File: src/rtl/mlp_eval_pkg.sv
// Shared types and defaults for the MLP evaluation sequencer and its layer datapath.
// Holds the FSM state encoding and width helpers.
package mlp_eval_pkg;

  typedef enum logic [2:0] {
    IDLE,
    INIT,
    LSTART,
    LWAIT,
    SCORE,
    DIV,
    DONE
  } state_e;

  localparam int DEF_CASE_W    = 10;
  localparam int DEF_CLASS_W   = 4;
  localparam int DEF_N_CLASSES = 10;
  localparam int DEF_ACC_SCALE = 100;
  localparam int DEF_ACC_W     = 10;

  // Layer-select width: clog2 of the layer count, never narrower than one bit.
  function automatic int layer_w(input int n);
    return (n <= 2) ? 1 : $clog2(n);
  endfunction

  // Width of a down-counter that must hold the value n.
  function automatic int cnt_w(input int n);
    return $clog2(n + 1);
  endfunction

endpackage

File: src/rtl/mlp_seq_divider.sv
// Unsigned restoring divider, one quotient bit per cycle for NUM_W cycles.
// done and quotient are valid together in the final iteration cycle.
module mlp_seq_divider
  import mlp_eval_pkg::*;
#(
  parameter int NUM_W = 20,
  parameter int DEN_W = 10,
  parameter int QUO_W = 10
) (
  input  logic             clk,
  input  logic             rst_n,
  input  logic             start,
  input  logic [NUM_W-1:0] numer,
  input  logic [DEN_W-1:0] denom,
  output logic             busy,
  output logic             done,
  output logic [QUO_W-1:0] quotient
);

  localparam int CNT_W = cnt_w(NUM_W);

  logic [DEN_W-1:0] rem_q, rem_d, den_q, den_d, rem_step;
  logic [NUM_W-1:0] quot_q, quot_d, quot_step;
  logic [CNT_W-1:0] cnt_q, cnt_d;
  logic             busy_q, busy_d;
  logic [DEN_W:0]   trial;

  // One restoring step: shift the next numerator bit into the partial remainder.
  always_comb begin
    trial = {rem_q, quot_q[NUM_W-1]};
    if (trial >= {1'b0, den_q}) begin
      rem_step  = DEN_W'(trial - {1'b0, den_q});
      quot_step = {quot_q[NUM_W-2:0], 1'b1};
    end else begin
      rem_step  = trial[DEN_W-1:0];
      quot_step = {quot_q[NUM_W-2:0], 1'b0};
    end
  end

  always_comb begin
    rem_d  = rem_q;
    quot_d = quot_q;
    den_d  = den_q;
    cnt_d  = cnt_q;
    busy_d = busy_q;
    if (start) begin
      rem_d  = '0;
      quot_d = numer;
      den_d  = denom;
      cnt_d  = CNT_W'(NUM_W);
      busy_d = 1'b1;
    end else if (busy_q) begin
      rem_d  = rem_step;
      quot_d = quot_step;
      cnt_d  = cnt_q - CNT_W'(1);
      busy_d = (cnt_q != CNT_W'(1));
    end
  end

  always_ff @(posedge clk or negedge rst_n) begin
    if (!rst_n) begin
      rem_q  <= '0;
      quot_q <= '0;
      den_q  <= '0;
      cnt_q  <= '0;
      busy_q <= 1'b0;
    end else begin
      rem_q  <= rem_d;
      quot_q <= quot_d;
      den_q  <= den_d;
      cnt_q  <= cnt_d;
      busy_q <= busy_d;
    end
  end

  assign busy     = busy_q;
  assign done     = busy_q && (cnt_q == CNT_W'(1));
  assign quotient = quot_step[QUO_W-1:0];

endmodule

File: src/rtl/mlp_eval_sequencer.sv
// Batch controller for an N-layer MLP datapath: sequences layers per case, scores, divides out accuracy.
// Define MLP_EVAL_PERCLASS_EN to add per-class correct counters readable through class_sel.
module mlp_eval_sequencer
  import mlp_eval_pkg::*;
#(
  parameter int CASE_W     = DEF_CASE_W,
  parameter int NUM_LAYERS = 2,
  parameter int LAYER_W    = layer_w(NUM_LAYERS),
  parameter int CLASS_W    = DEF_CLASS_W,
  parameter int N_CLASSES  = DEF_N_CLASSES,
  parameter int ACC_SCALE  = DEF_ACC_SCALE,
  parameter int ACC_W      = DEF_ACC_W
) (
  input  logic               clk,
  input  logic               rst,
  input  logic               start,
  input  logic [CASE_W-1:0]  num_cases,
  output logic [CASE_W-1:0]  case_addr,
  output logic               dp_init,
  output logic [LAYER_W-1:0] layer_sel,
  output logic               layer_start,
  input  logic               layer_done,
  input  logic [CLASS_W-1:0] pred_class,
  input  logic [CLASS_W-1:0] label,
  output logic               busy,
  output logic               done,
  output logic [CASE_W-1:0]  correct,
  output logic [ACC_W-1:0]   accuracy,
  input  logic [CLASS_W-1:0] class_sel,
  output logic [CASE_W-1:0]  class_correct
);

  localparam int NUM_W = CASE_W + ACC_W;

  state_e             state_q, state_d;
  logic [CASE_W-1:0]  num_cases_q, num_cases_d;
  logic [CASE_W-1:0]  case_addr_q, case_addr_d;
  logic [CASE_W-1:0]  correct_q, correct_d;
  logic [LAYER_W-1:0] layer_sel_q, layer_sel_d;
  logic [ACC_W-1:0]   accuracy_q, accuracy_d;
  logic               hit_q, hit_d;
  logic               last_done;
  logic               div_start, div_busy, div_done;
  logic [NUM_W-1:0]   div_numer;
  logic [ACC_W-1:0]   div_quot;

  // NOTE: every always_comb output gets a default first, so no path can leave
  // it unassigned and infer a latch; blocking '=' here, '<=' only in always_ff.
  always_comb begin
    state_d     = state_q;
    num_cases_d = num_cases_q;
    case_addr_d = case_addr_q;
    correct_d   = correct_q;
    layer_sel_d = layer_sel_q;
    accuracy_d  = accuracy_q;
    hit_d       = hit_q;
    last_done   = 1'b0;
    div_start   = 1'b0;
    case (state_q)
      IDLE: begin
        if (start) begin
          num_cases_d = num_cases;
          case_addr_d = '0;
          correct_d   = '0;
          layer_sel_d = '0;
          accuracy_d  = '0;
          hit_d       = 1'b0;
          state_d     = (num_cases == '0) ? DONE : INIT;
        end
      end
      INIT:   state_d = LSTART;
      LSTART: state_d = LWAIT;
      LWAIT: begin
        if (layer_done) begin
          if (layer_sel_q == LAYER_W'(NUM_LAYERS - 1)) begin
            last_done = 1'b1;
            hit_d     = (pred_class == label);
            state_d   = SCORE;
          end else begin
            layer_sel_d = layer_sel_q + LAYER_W'(1);
            state_d     = LSTART;
          end
        end
      end
      SCORE: begin
        correct_d   = correct_q + CASE_W'(hit_q);
        layer_sel_d = '0;
        if (case_addr_q != num_cases_q - CASE_W'(1)) begin
          case_addr_d = case_addr_q + CASE_W'(1);
          state_d     = INIT;
        end else begin
          div_start = 1'b1;
          state_d   = DIV;
        end
      end
      DIV: begin
        if (div_done) begin
          accuracy_d = div_quot;
          state_d    = DONE;
        end
      end
      DONE:    state_d = IDLE;
      default: state_d = IDLE;
    endcase
  end

  always_ff @(posedge clk or negedge rst) begin
    if (!rst) begin
      state_q     <= IDLE;
      num_cases_q <= '0;
      case_addr_q <= '0;
      correct_q   <= '0;
      layer_sel_q <= '0;
      accuracy_q  <= '0;
      hit_q       <= 1'b0;
    end else begin
      state_q     <= state_d;
      num_cases_q <= num_cases_d;
      case_addr_q <= case_addr_d;
      correct_q   <= correct_d;
      layer_sel_q <= layer_sel_d;
      accuracy_q  <= accuracy_d;
      hit_q       <= hit_d;
    end
  end

  // Numerator uses the count including the final case scored this cycle.
  assign div_numer = NUM_W'(correct_d) * NUM_W'(ACC_SCALE);

  mlp_seq_divider #(
    .NUM_W (NUM_W),
    .DEN_W (CASE_W),
    .QUO_W (ACC_W)
  ) u_div (
    .clk      (clk),
    .rst_n    (rst),
    .start    (div_start),
    .numer    (div_numer),
    .denom    (num_cases_q),
    .busy     (div_busy),
    .done     (div_done),
    .quotient (div_quot)
  );

  assign case_addr   = case_addr_q;
  assign layer_sel   = layer_sel_q;
  assign dp_init     = (state_q == INIT);
  assign layer_start = (state_q == LSTART);
  assign done        = (state_q == DONE);
  assign busy        = (state_q inside {INIT, LSTART, LWAIT, SCORE}) || div_busy;
  assign correct     = correct_q;
  assign accuracy    = accuracy_q;

`ifdef MLP_EVAL_PERCLASS_EN
  logic [CASE_W-1:0]  cls_cnt_q [N_CLASSES];
  logic [CASE_W-1:0]  cls_cnt_d [N_CLASSES];
  logic [CLASS_W-1:0] cls_label_q, cls_label_d;

  // Out-of-range labels match no index, so they never touch a counter.
  always_comb begin
    cls_label_d = last_done ? label : cls_label_q;
    for (int i = 0; i < N_CLASSES; i++) begin
      cls_cnt_d[i] = cls_cnt_q[i];
      if (state_q == IDLE && start) begin
        cls_cnt_d[i] = '0;
      end else if (state_q == SCORE && hit_q && cls_label_q == CLASS_W'(i)) begin
        cls_cnt_d[i] = cls_cnt_q[i] + CASE_W'(1);
      end
    end
  end

  // NOTE: the counter array is reset explicitly because results must read 0
  // after reset; this keeps it in flops rather than a RAM macro.
  always_ff @(posedge clk or negedge rst) begin
    if (!rst) begin
      cls_label_q <= '0;
      for (int i = 0; i < N_CLASSES; i++) cls_cnt_q[i] <= '0;
    end else begin
      cls_label_q <= cls_label_d;
      for (int i = 0; i < N_CLASSES; i++) cls_cnt_q[i] <= cls_cnt_d[i];
    end
  end

  always_comb begin
    class_correct = '0;
    for (int i = 0; i < N_CLASSES; i++) begin
      if (class_sel == CLASS_W'(i)) class_correct = cls_cnt_q[i];
    end
  end
`else
  logic unused_cfg;
  assign unused_cfg    = ^{class_sel, last_done, CLASS_W'(N_CLASSES)};
  assign class_correct = '0;
`endif

endmodule

File: config.mk
export PLATFORM = sky130hd
export DESIGN_NAME = mlp_eval_sequencer
export DESIGN_NICKNAME = d
export VERILOG_FILES = /design/src/rtl/mlp_eval_pkg.sv /design/src/rtl/mlp_seq_divider.sv /design/src/rtl/mlp_eval_sequencer.sv
export SDC_FILE = /design/constraint.sdc
export NUM_CORES = 1
export LEC_CHECK = 0
export CORE_UTILIZATION = 40
export CTS_BUF_LIST = sky130_fd_sc_hd__clkbuf_8
export DETAILED_ROUTE_END_ITERATION = 8
export GPL_TIMING_DRIVEN = 0
export PLACE_DENSITY_LB_ADDON = 0.05
export REMOVE_ABC_BUFFERS = 1
export SYNTH_ARGS = -nofsm -noshare
export SYNTH_HDL_FRONTEND = slang
export SYNTH_HIERARCHICAL = 1
export SYNTH_SLANG_ARGS = --single-unit
File: constraint.sdc
create_clock -name clk -period 4.1 [get_ports clk]
set_input_delay 0.82 -clock clk [delete_from_list [all_inputs] [get_ports clk]]
set_output_delay 0.82 -clock clk [all_outputs]
set_load 0.02 [all_outputs]
Yosys cells after proc, flatten, opt, wreduce, memory -nomap -nowiden
Cells that the tools add are included.
- reduce and logical (&&, ||, !) cells: 16
- $mul: 1
- equal/unequal tests: 15
- muxes and demuxes: 33
- add/subtract/negate cells: 6
- order comparisons: 1
- operators by type and width (operator ; number):
    10-bit two-way mux ; 7
    10-bit one-hot mux with 2 select lines ; 3
    20-bit two-way mux ; 2
    3-bit two-way mux ; 6
    3-bit one-hot mux with 6 select lines ; 1
    10-bit by 5-bit multiplier with 15-bit output (second input constant) ; 1
    3-bit AND reduction ; 4
    11-bit by 10-bit >= comparator with 1-bit output ; 1
    10-bit by 1-bit adder with 10-bit output ; 1
    10-bit by 1-bit adder with 10-bit output (second input constant) ; 1
    10-bit logical NOT ; 1
    1-bit two-way mux ; 10
    5-bit two-way mux ; 2
    10-bit inequality test ; 1
    2-bit inequality test (second input constant) ; 5
    10-bit by 1-bit subtractor with 10-bit output (second input constant) ; 1
    10-bit subtractor ; 1
    3-bit == test (second input constant) ; 3
    2-bit nonzero test ; 4
    3-bit by 2-bit == test with 1-bit output (second input constant) ; 2
    5-bit by 1-bit == test with 1-bit output (second input constant) ; 1
    5-bit by 1-bit inequality test with 1-bit output (second input constant) ; 1
    5-bit by 1-bit subtractor with 5-bit output (second input constant) ; 1
    4-bit == test ; 1
    other kinds (11) ; 11
- flip-flop bits (word level): 91
- logic and storage cells: 84
- output and inout bits: 45

Longest topological paths before layout
Gate-level depths: netlist of run 1.
- depth in word-level cells: 5
- depth in mapped cells: 21
- mapped depth without buffers: 19

Cells and area by module
The synthesis of run 1 kept the hierarchy.
- modules (own cells, without submodules) (module ; area each (um2) ; cells an instance ; instances):
    mlp_eval_sequencer ; 3612.2 ; 432 ; 1
    mlp_seq_divider ; 2606.2 ; 271 ; 1

Worst setup path before layout of run 1
Ideal clock, no wire load.
- path kind: reg-to-reg
- start point: reg state_q[0]
- end point: reg u_div.quot_q[16]
- library setup time: 83 ps
- setup slack: -301 ps
- arrival: 4318 ps
- cell stages (with the launch flop): 21
- cell sequence: dfrtp_1 clkbuf_1 nor2_1 nand2_1 clkbuf_1 buf_2 nor2_1 o21ai_0 o21ai_0 ha_1 ha_1 fa_1 ha_1 nor2b_1 o21ai_0 a21boi_0 o21ai_0 a21oi_1 o311ai_0 nand2_1 o21ai_0
- longest elaborated chain between the ends: 4
- ends and longest elaborated chain (item ; line ; text):
    start, declared ; mlp_eval_sequencer.sv:35 ; state_e state_q, state_d;
    start signal, assigned ; mlp_eval_sequencer.sv:117 ; state_q <= state_d;
    3-bit == test or 3-bit logical NOT (tied branches) ; mlp_eval_sequencer.sv:59 ; case (state_q)
    10-bit one-hot mux with 2 select lines (*) ; mlp_eval_sequencer.sv:59 ;
    via correct_d[2] ; mlp_eval_sequencer.sv:38 ; logic [CASE_W-1:0] correct_q, correct_d;
    10-bit by 5-bit multiplier with 15-bit output (*) ; mlp_eval_sequencer.sv:128 ; assign div_numer = NUM_W'(correct_d) * NUM_W'(ACC_SCALE);
    via div_numer[16] ; mlp_eval_sequencer.sv:44 ; logic [NUM_W-1:0] div_numer;
    20-bit two-way mux (*) ; mlp_seq_divider.sv:46 ; if (start) begin
    end signal, assigned ; mlp_seq_divider.sv:69 ; quot_q <= quot_d;
    end, declared ; mlp_seq_divider.sv:23 ; logic [NUM_W-1:0] quot_q, quot_d, quot_step;
The timed path passes the listed nets; every way through them passes the cells marked *.
A chain may end at the register's enable or synchronous reset.

Worst setup path in the final report of run 1
- start point: in start
- end point: reg u_div.quot_q[16]
- longest elaborated chain between the ends: 4
- ends and longest elaborated chain (item ; line ; text):
    start, declared ; mlp_eval_sequencer.sv:16 ; input logic start,
    10-bit two-way mux ; mlp_eval_sequencer.sv:61 ; if (start) begin
    10-bit one-hot mux with 2 select lines ; mlp_eval_sequencer.sv:59 ;
    10-bit by 5-bit multiplier with 15-bit output ; mlp_eval_sequencer.sv:128 ;
    via div_numer[16] ; mlp_eval_sequencer.sv:44 ;
    20-bit two-way mux ; mlp_seq_divider.sv:46 ;
The timed path passes the listed nets, and every way through them passes these cells.

==> flow_metrics.py, run 1 <==
metrics = {
    "global_routing": {
        "grt_usage_pct": 18.1,
        "grt_max_degree": 79,
        "overflow": 0,
        "grt_pass1_vias": 4728,
        "grt_first_pass_wirelength_um": 23300,
        "antenna_found_initial": 0,
    },
    "cts": {
        "clockBufferDepth": 2,
        "tritoncts": "yes",
        "clk_latency_ps": 380,
        "clkSinkCount": 91,
        "clockRootBuffer": "clkbuf_8",
        "clkTransAtPathRegs_ps": 100,
        "h-tree-depth": 3,
        "cts_buffers": 9,
    },
    "placed_design": {
        "numPlacedInstances": 913,
        "port_buffers": 56,
        "dpl.hpwl_um": 9740,
        "gp_congestion": 0.801,
    },
    "synth": {
        "synth_edf_count": 0,
        "yosysTopAreaCell": "dfrtp_1",
        "ys_top_cells_by_count": "nand2_1, dfrtp_1, o21ai_0, ha_1, inv_1",
        "yosysUniqueCellTypes": 65,
        "ys_ff_latch": 91,
        "syn-mean-instance-area_sq_um": 8.85,
        "ys.flop_type": "dfrtp_1",
        "synth_top_cell_area_share_pct": 36.6,
        "synthArstFlopShare_pct": 100,
        "yosysMostFrequentCell": "nand2_1",
        "yosys_warnings": 6,
        "netlist_area_sq_um": 6220,
        "synth.area.top_cells": "dfrtp_1, ha_1, nand2_1",
        "syn_inst": 703,
        "seq_area_frac_synth_pct": 36.6,
    },
    "sta": {
        "drv_slew": 0,
        "fin_crit_ps": 3990,
        "finalClockSkew_ps": 14.5,
        "fmax_ghz": 0.251,
        "setup_viol": 0,
        "worst_pin_slew_ps": 802,
        "period_share_pct": 97.4,
        "max_slew_margin_pct": 46.3,
        "whs_ps": 345,
        "hold_viol_final": 0,
    },
    "routing": {
        "routed_wl_um": 14200,
        "drtAntennaViolNets": 0,
        "drtIter0Drc": 268,
        "drt-pass1-iter-count": 5,
        "vias": 5040,
        "via_per_inst": 5.32,
        "drc": 0,
        "wire_per_inst_um": 15.0,
    },
    "die": {
        "start_util_pct": 40.9,
        "ios": 71,
        "core-area_sq_um": 15200,
        "fp-row-count": 45,
        "chipHeight_um": 127,
        "dieArea_sq_um": 16000,
        "die_w_um": 127,
    },
    "worst_setup_path": {
        "worst_ep_required_time_ps": 4340,
        "cp-end-kind": "register",
        "crit-reg2reg-launch": "state_q[0]$_DFFE_PN0P_",
        "start_kind": "input port",
        "worst-path-max-fanout": 6,
        "critPathLaunch": "start",
        "arrival_ps": 4230,
        "path_class": "input port to register",
    },
    "power_and_ir_drop": {
        "p_seq_share_pct": 35.8,
        "swShare_pct": 41.9,
        "internal_power_mw": 2.14,
        "netSwitchingPower_mw": 1.54,
        "combPwrFrac_pct": 48.4,
        "power_density_nw_per_um2": 500,
        "p_leak_nw": 3.19,
        "clkPwrFrac_pct": 15.7,
        "peakVddDrop_uv": 191,
        "power.total_mw": 3.68,
    },
    "layout": {
        "final_cells": 948,
        "fin_nets": 835,
        "drive_gt1_share_pct": 11.6,
        "multi_input_area_sq_um": 3740,
        "num-fill-cells": 1470,
        "ff_latch_area_sq_um": 2280,
        "syn2layout_area_growth_pct": 18.3,
        "fin_util_pct": 48.4,
        "num_antenna_cells": 0,
    },
    "run_status": {
        "outcome": "completed",
    },
    "worst_hold_path": {
        "min_path_type": "input port to async pin",
    },
    "flow_run": {
        "maxCapViolCount": 0,
    },
}
==> power by group through the flow <==
| stage | logic, mW | clock network, mW | registers, mW |
|---|---|---|---|
| after global placement | 1.54 | 0 | 1.37 |
| after detailed placement | 1.57 | 0 | 1.36 |
| final | 1.78 | 0.578 | 1.32 |
| after CTS | 1.72 | 0.605 | 1.32 |
| after floorplan | 1.14 | 0 | 1.33 |
| after global routing | 1.98 | 0.633 | 1.35 |
==> cell type report <==
| class | instances | share of cell area [%] |
|---|---|---|
| clock inverters | 6 | 0.544 |
| well taps | 188 | 3.20 |
| multi-input cells | 534 | 50.9 |
| clock buffers | 10 | 1.87 |
| flip-flops and latches | 91 | 31.0 |
| inverters | 42 | 2.14 |
| repair buffers | 77 | 10.3 |
==> state kept, by name (all words and copies together), names as in the netlist <==
signal / cells
state_q: 3
layer_sel: 1
u_div/cnt_q: 5
hit_q: 1
u_div/quot_q: 20
u_div/rem_q: 10
correct: 10
u_div/den_q: 10
case_addr: 10
u_div/busy: 1
num_cases_q: 10
accuracy: 10
==> cell usage in the layout, fill, tap and decap left out, types with 3 or more instances in the layout <==
master,n
o31ai_1,4
clkbuf_8,10
a21o_1,6
a31oi_1,3
or3_1,4
nor3_1,16
o21ai_0,58
clkinv_2,3
nand4_1,4
conb_1,15
nor4_1,9
clkdlybuf4s50_1,54
nor3b_1,4
nand3_1,14
fa_1,5
and3_1,4
o21ai_2,9
xor2_1,11
buf_4,18
dfrtp_1,87
dfrtp_2,4
mux2_2,3
xnor2_1,24
ha_1,44
o21ai_1,6
nand3b_1,5
and2_1,3
inv_1,42
nand2_1,113
nand2b_1,15
nor2b_1,5
a211oi_1,9
nor2_1,31
mux2i_1,35
a21oi_1,14
ha_4,4
a211o_1,3
a21oi_2,4
==> per-layer routing <==
layer	part of all wire (%)	vias up	track usage, %	wire length (um)
met3	3.9	28	3.29	548
met4	2.4	0	6.86	342
met5	0	-	0	0
met2	48	111	30.3	6850
met1	45	2391	23.3	6450
li1	-	2510	-	-
==> critical path: stages <==
cell and delay [ps]:
clkdlybuf4s15_1 360, o21ai_4 130, buf_4 150, o21ai_2 160, o31ai_1 100, ha_1 280, ha_1 310, fa_1 570
ha_4 230, nor2b_2 150, o21ai_2 140, a21boi_2 90, o21ai_2 210, buf_4 140, a211o_1 120, o311ai_2 100
nand2_1 90, o21ai_0 80
==> cell families after synthesis <==
family / synth area share, %
multiplexers: 6.42
other: 0.0603
adder cells (fa/ha/maj): 11.6
flip-flops: 36.6
XOR/XNOR: 4.93
AND/OR/NAND/NOR: 18.8
AO/OA/AOI/OAI: 14.7
buffers and inverters: 6.96
==> stage by stage <==
step / TNS, ps / worst slack, ps / instance area (sq um)
floorplan: -146 / -108 / 6000
global placement: -128740 / -1360 / 6790
detailed placement: -8200 / -1450 / 6840
CTS: -9.00 / -9.00 / 7180
global route: -30.4 / -25.5 / 7350
finish: 0 / 109 / 7350
==> path summary, 6_finish.rpt <==
| path | endpoint | cells past startpoint | slack (ps) |
|---|---|---|---|
| worst min register to register | accuracy[8]$_DFFE_PN0P_ | 2 | 490 |
| worst min-delay path | u_div/rem_q[8]$_DFFE_PN0P_ | 1 | 350 |
| worst max register to register | u_div/quot_q[16]$_DFFE_PN0P_ | 19 | 140 |
| min in group clk | accuracy[8]$_DFFE_PN0P_ | 2 | 490 |
| worst max-delay path | u_div/quot_q[16]$_DFFE_PN0P_ | 18 | 110 |
| max in group asynchronous | state_q[1]$_DFFE_PN0P_ | 2 | 3070 |
==> what timing repair did <==
item                                    4_1_cts  5_1_grt
gates resized for setup                      27       29
pin swaps                                     3       10
buffers inserted                             13        6
hold buffers                                  0        0
endpoints found under the setup margin        8        6
No activity file was read; power rests on OpenSTA's default activity.
==> inputs of run 2 (changes only) <==
--- a/config.mk
+++ b/config.mk
@@ -11,6 +11,7 @@
 export GPL_TIMING_DRIVEN = 0
 export PLACE_DENSITY_LB_ADDON = 0.05
 export REMOVE_ABC_BUFFERS = 1
+export SLEW_MARGIN = 20
 export SYNTH_ARGS = -nofsm -noshare
 export SYNTH_HDL_FRONTEND = slang
 export SYNTH_HIERARCHICAL = 1
==> constraint.sdc (replaced) <==
create_clock -name clk -period 4.6 [get_ports clk]
set_input_delay 0.92 -clock clk [delete_from_list [all_inputs] [get_ports clk]]
set_output_delay 0.92 -clock clk [all_outputs]
set_load 0.02 [all_outputs]
==> run 2 against run 1 <==
Via count shrank 2.1%. Non-clock buffer count fell by 13. Register-to-register slack better by 120 ps. Largest power group unchanged. Worst hold slack gained 44 ps. Global-route usage is 0.33 points lower. Sequential share of layout area up 0.90 points. Worst setup slack improved by 120 ps. Clock power fell by 4.7%. Clock-buffer cell count is the same. Power decreased by 12%. Critical endpoint unchanged. Clock skew is 8.9 ps lower. Cell count down 1.4%. Largest cell class unchanged.
==> flow_metrics.py, run 2 (same netlist as run 1, synthesis figures left out) <==
metrics = {
    "power_and_ir_drop": {
        "p_leak_nw": 3.15,
        "peakVddDrop_uv": 149,
        "power_density_nw_per_um2": 451,
    },
    "sta": {
        "worst_pin_slew_ps": 759,
        "fmax_ghz": 0.229,
        "whs_ps": 389,
        "setup_viol": 0,
        "hold_viol_final": 0,
        "rsz0062_at_grt": "true",
        "fin_crit_ps": 4370,
        "period_share_pct": 94.9,
        "fin_ws_ps": 233,
        "finalClockSkew_ps": 5.58,
        "drv_slew": 0,
        "max_slew_margin_pct": 49.1,
    },
    "placed_design": {
        "port_buffers": 56,
        "dpl_worst_slack_ps": -1060,
        "gp_congestion": 0.801,
        "dpl.hpwl_um": 9710,
    },
    "routing": {
        "dr_wl_met2_um": 6540,
        "wl_met3_um": 456,
        "wl_met1_um": 6250,
        "via_per_inst": 5.28,
        "dr.max_layer_used": "met4",
        "drtIter0Drc": 267,
        "drt-pass1-iter-count": 4,
        "drtAntennaViolNets": 0,
        "vias": 4933,
        "drc": 0,
        "routed_wl_um": 13500,
        "wire_per_inst_um": 14.4,
    },
    "die": {
        "dieArea_sq_um": 16000,
        "ios": 71,
        "core-area_sq_um": 15200,
        "die_w_um": 127,
        "chipHeight_um": 127,
        "fp-row-count": 45,
        "start_util_pct": 40.9,
    },
    "global_routing": {
        "antenna_found_initial": 0,
        "grt_pass1_vias": 4730,
        "grt_first_pass_wirelength_um": 22900,
        "grt_max_degree": 79,
        "grt_usage_pct": 17.8,
        "overflow": 0,
    },
    "cts": {
        "h-tree-depth": 3,
        "clkSinkCount": 91,
        "cts_buffers": 9,
        "clockRootBuffer": "clkbuf_8",
        "clk_latency_ps": 370,
        "clockBufferDepth": 2,
        "clkTransAtPathRegs_ps": 90,
        "tritoncts": "yes",
    },
    "layout": {
        "drive_gt1_share_pct": 6.96,
        "num_antenna_cells": 0,
        "largest_reg_flops": 20,
        "layout_common_cells": "nand2_1, dfrtp_1, o21ai_0",
        "layout_commonest_cell": "nand2_1",
        "top_register": "u_div/quot_q",
        "num-fill-cells": 1486,
        "syn2layout_area_growth_pct": 14.9,
        "fin_nets": 822,
    },
    "worst_setup_path": {
        "cp-end-kind": "register",
        "path_class": "input port to register",
        "worst-path-max-fanout": 6,
        "arrival_ps": 4660,
        "critPathTopFamily": "compound AO/OA/AOI/OAI gates",
        "critPathBufInv": 1,
        "cp_num_cells": 16,
        "path_cells": "dlygate4sd2_1 > o21ai_4 > o21ai_0 > o31ai_1 > ha_1 > ha_1 > fa_1 > ha_1 > nor2b_1 > o21ai_0 > a21boi_0 > o21ai_1 > a21oi_1 > o311ai_1 > nand2_1 > o21ai_0",
        "slowest_stage": "fa_1",
        "start_kind": "input port",
        "reg2reg_depth": 17,
        "crit_path_max_incr_delay_ps": 460,
        "worst_ep_required_time_ps": 4890,
    },
    "flow_run": {
        "maxCapViolCount": 0,
    },
    "run_status": {
        "outcome": "completed",
    },
    "worst_hold_path": {
        "min_path_type": "input port to async pin",
    },
}
[run 2: area by class of cell]
cell class | instances | area (sq um) | share of cell area (%)
sequential | 91 | 2280 | 31.9
clock buffer | 10 | 138 | 1.93
multi-input combinational | 534 | 3620 | 50.6
tap | 188 | 235 | 3.29
timing repair buffer | 64 | 661 | 9.24
inverter | 42 | 158 | 2.21
clock inverter | 6 | 57.6 | 0.805
[run 2: worst paths after layout]
| check | from | end | slack, ps |
|---|---|---|---|
| max | start | u_div/quot_q[16]$_DFFE_PN0P_ | 230 |
| max reg2reg | state_q[1]$_DFFE_PN0P_ | u_div/quot_q[16]$_DFFE_PN0P_ | 260 |
| max in group asynchronous | rst | state_q[0]$_DFFE_PN0P_ | 3570 |
| min reg2reg | accuracy[1]$_DFFE_PN0P_ | accuracy[1]$_DFFE_PN0P_ | 490 |
| min | rst | u_div/den_q[8]$_DFFE_PN0P_ | 390 |
| min in group clk | accuracy[1]$_DFFE_PN0P_ | accuracy[1]$_DFFE_PN0P_ | 490 |
[run 2: metal layers]
metal  GRT usage [%]  vias up
li1                -     2485
met1            22.6     2338
met2            29.9       90
met3            3.92       20
met4            6.09        0
met5               0        -
[run 2: timing repair]
action | 4_1_cts | 5_1_grt
endpoints found under the setup margin | 6 | 5
hold buffers | 0 | 0
pin swaps | 1 | 1
buffers inserted | 2 | 4
resized for setup | 14 | 5
[run 2: worst register-to-register path: stages (launching register included)]
cell	delay (ps)
dfrtp_2	550
nor2_4	230
buf_4	150
o21ai_4	60
o21ai_0	270
o31ai_1	130
ha_1	290
ha_1	320
fa_1	460
ha_1	340
nor2b_1	140
o21ai_0	210
a21boi_0	160
o21ai_1	230
a21oi_1	140
o311ai_1	370
nand2_1	90
o21ai_0	100
[run 2: power breakdown]
group | total, mW | switching [mW] | internal, mW
clock | 0.551 | 0.290 | 0.261
combinational | 1.47 | 0.796 | 0.670
sequential | 1.21 | 0.242 | 0.964
[run 2: metrics by stage]
stage	utilization, %	setup TNS [ps]	instances	total power [mW]	cell area, sq um
after global routing	47.0	-68.3	935	3.48	7150
final	47.0	0	935	3.22	7150
after floorplan	-	0	667	2.20	6000
after global placement	44.7	-88990	911	2.59	6790
after CTS	46.7	0	931	3.23	7110
after detailed placement	45.1	-4680	913	2.62	6860
==> inputs of run 3 (changes only) <==
--- a/config.mk
+++ b/config.mk
@@ -5,12 +5,13 @@
 export SDC_FILE = /design/constraint.sdc
 export NUM_CORES = 1
 export LEC_CHECK = 0
-export CORE_UTILIZATION = 40
+export CORE_UTILIZATION = 52
 export CTS_BUF_LIST = sky130_fd_sc_hd__clkbuf_8
 export DETAILED_ROUTE_END_ITERATION = 8
 export GPL_TIMING_DRIVEN = 0
 export PLACE_DENSITY_LB_ADDON = 0.05
 export REMOVE_ABC_BUFFERS = 1
+export SKIP_LAST_GASP = 1
 export SLEW_MARGIN = 20
 export SYNTH_ARGS = -nofsm -noshare
 export SYNTH_HDL_FRONTEND = slang
==> run 3 against run 2 <==
Die area decreased by 23%. Combinational power hardly changed. Highest routed layer unchanged. Cell count fell by 4.6%. Non-clock buffer count is 2 higher. Critical path type unchanged. Design area fell by 0.23%. Largest power group unchanged. The run now ends with design-rule violations left. First-iteration DRC count increased by 36%. Register-to-register slack better by 90 ps. Clock skew up 8.1 ps.
==> flow_metrics.py, run 3 (same netlist as run 1, synthesis figures left out) <==
metrics = {
    "placed_design": {
        "port_buffers": 56,
        "dpl_worst_slack_ps": -870,
        "gp_congestion": 0.819,
        "dpl.hpwl_um": 9630,
        "place_area_sq_um": 6790,
    },
    "global_routing": {
        "overflow": 0,
        "antenna_found_initial": 0,
        "grt_max_degree": 79,
        "grt_pass1_vias": 4767,
        "grt_usage_pct": 22.4,
        "grt_first_pass_wirelength_um": 22500,
    },
    "worst_setup_path": {
        "worst-path-max-fanout": 6,
        "start_kind": "input port",
        "cp-end-kind": "register",
        "arrival_ps": 4580,
        "worst_ep_required_time_ps": 4890,
        "path_class": "input port to register",
    },
    "die": {
        "die_w_um": 111,
        "start_util_pct": 54.0,
        "dieArea_sq_um": 12400,
        "core-area_sq_um": 11500,
        "fp-row-count": 39,
        "chipHeight_um": 111,
        "ios": 71,
    },
    "run_status": {
        "outcome": "finished with violations",
        "violations": "design-rule violations",
    },
    "sta": {
        "max_slew_margin_pct": 48.9,
        "fmax_ghz": 0.233,
        "drv_slew": 0,
        "hold_viol_final": 0,
        "worst_pin_slew_ps": 765,
        "whs_ps": 391,
        "finalClockSkew_ps": 13.6,
        "setup_viol": 0,
        "rsz0062_at_grt": "true",
        "fin_ws_ps": 315,
        "fin_crit_ps": 4280,
        "period_share_pct": 93.1,
    },
    "routing": {
        "vias": 4928,
        "drtAntennaViolNets": 0,
        "wl_met1_um": 5960,
        "drc": 6,
        "drt-pass1-iter-count": 6,
        "dr.max_layer_used": "met4",
        "routed_wl_um": 13200,
        "drtIter0Drc": 364,
        "via_per_inst": 5.52,
        "wl_met3_um": 310,
        "dr_wl_met2_um": 6770,
        "wire_per_inst_um": 14.8,
    },
    "layout": {
        "num_antenna_cells": 0,
        "layout_common_cells": "nand2_1, dfrtp_1, o21ai_0",
        "drive_gt1_share_pct": 7.88,
        "finish.instance_area_sq_um": 7130,
        "layout_commonest_cell": "nand2_1",
        "syn2layout_area_growth_pct": 14.7,
        "num-fill-cells": 1010,
        "top_register": "u_div/quot_q",
        "fin_nets": 824,
        "largest_reg_flops": 20,
    },
    "cts": {
        "clockRootBuffer": "clkbuf_8",
        "cts.hold.buffers_added": 0,
        "h-tree-depth": 3,
        "clk_latency_ps": 370,
        "tritoncts": "yes",
        "clkSinkCount": 91,
        "clkTransAtPathRegs_ps": 100,
        "cts_buffers": 9,
        "clockBufferDepth": 2,
    },
    "power_and_ir_drop": {
        "netSwitchingPower_mw": 1.34,
        "p_leak_nw": 3.16,
        "combPwrFrac_pct": 44.8,
        "power_density_nw_per_um2": 455,
        "peakVddDrop_uv": 201,
        "swShare_pct": 41.3,
        "internal_power_mw": 1.91,
        "p_seq_share_pct": 37.5,
        "clkPwrFrac_pct": 17.7,
    },
    "worst_hold_path": {
        "min_path_type": "input port to async pin",
    },
    "flow_run": {
        "maxCapViolCount": 0,
    },
}
-- run 3: cell types whose count changed in the layout (fill, tap and decap cells not counted), moves of 2 or more --
cell / before / now
o21ai_2: 1 / 4
o21ai_0: 68 / 66
dfrtp_2: 4 / 2
inv_6: 0 / 2
inv_1: 44 / 42
buf_4: 6 / 8
clkinv_4: 0 / 2
dfrtp_4: 0 / 2
-- run 3: final cells by class --
| type | instances | area [sq um] | share of cell area, % |
|---|---|---|---|
| sequential | 91 | 2290 | 32.1 |
| clock buffer | 10 | 138 | 1.93 |
| timing repair buffer | 66 | 669 | 9.39 |
| clock inverter | 6 | 72.6 | 1.02 |
| inverter | 42 | 158 | 2.21 |
| tap | 143 | 179 | 2.51 |
| multi-input combinational | 534 | 3630 | 50.9 |
-- run 3: final timing paths --
path	to	depth (start not counted)	slack [ps]	startpoint
max in group asynchronous	state_q[1]$_DFFE_PN0P_	2	3580	rst
hold reg to reg	accuracy[0]$_DFFE_PN0P_	2	490	accuracy[0]$_DFFE_PN0P_
hold / removal	accuracy[0]$_DFFE_PN0P_	1	390	rst
setup reg to reg	u_div/quot_q[16]$_DFFE_PN0P_	16	350	state_q[2]$_DFFE_PN0P_
setup / recovery	u_div/quot_q[16]$_DFFE_PN0P_	16	320	start
min in group clk	accuracy[0]$_DFFE_PN0P_	2	490	accuracy[0]$_DFFE_PN0P_
-- run 3: routing by layer --
| layer | up-vias | GRT usage [%] |
|---|---|---|
| met1 | 2365 | 28.4 |
| li1 | 2486 | - |
| met3 | 10 | 3.32 |
| met2 | 67 | 38.7 |
| met5 | - | 0 |
| met4 | 0 | 8.20 |
-- run 3: power groups by stage --
stage               clock [mW]  sequential [mW]  combinational (mW)
detailed placement           0             1.21                1.41
finish                   0.575             1.22                1.46
CTS                      0.593             1.21                1.44
floorplan                    0             1.18                1.02
global route             0.623             1.25                1.62
global placement             0             1.21                1.36
-- run 3: per-stage QoR --
| stage | TNS, ps | power (mW) | util, % | std cells |
|---|---|---|---|---|
| 4_1_cts | 0 | 3.24 | 61.4 | 887 |
| 3_3_place_gp | -75940 | 2.56 | 58.5 | 866 |
| 2_1_floorplan | 0 | 2.20 | - | 667 |
| 3_5_place_dp | -3930 | 2.61 | 59.0 | 868 |
| 5_1_grt | -17.8 | 3.49 | 61.9 | 892 |
| 6_report | 0 | 3.25 | 61.9 | 892 |
-- run 3: worst max-delay path, stage by stage --
cell and delay [ps]:
clkdlybuf4s15_1 350, o21ai_4 110, o21ai_0 230, o21ai_2 130, ha_1 310, ha_1 330
fa_1 470, ha_1 340, nor2b_1 140, o21ai_0 190, a21boi_0 160, o21ai_1 230
a21oi_1 130, o311ai_0 330, nand2_1 90, o21ai_0 120
-- run 3: timing repair --
action / 4_1_cts / 5_1_grt
buffers inserted: 3 / 5
gates resized for setup: 13 / 13
pin swaps: 1 / 3
setup endpoints to repair: 6 / 5
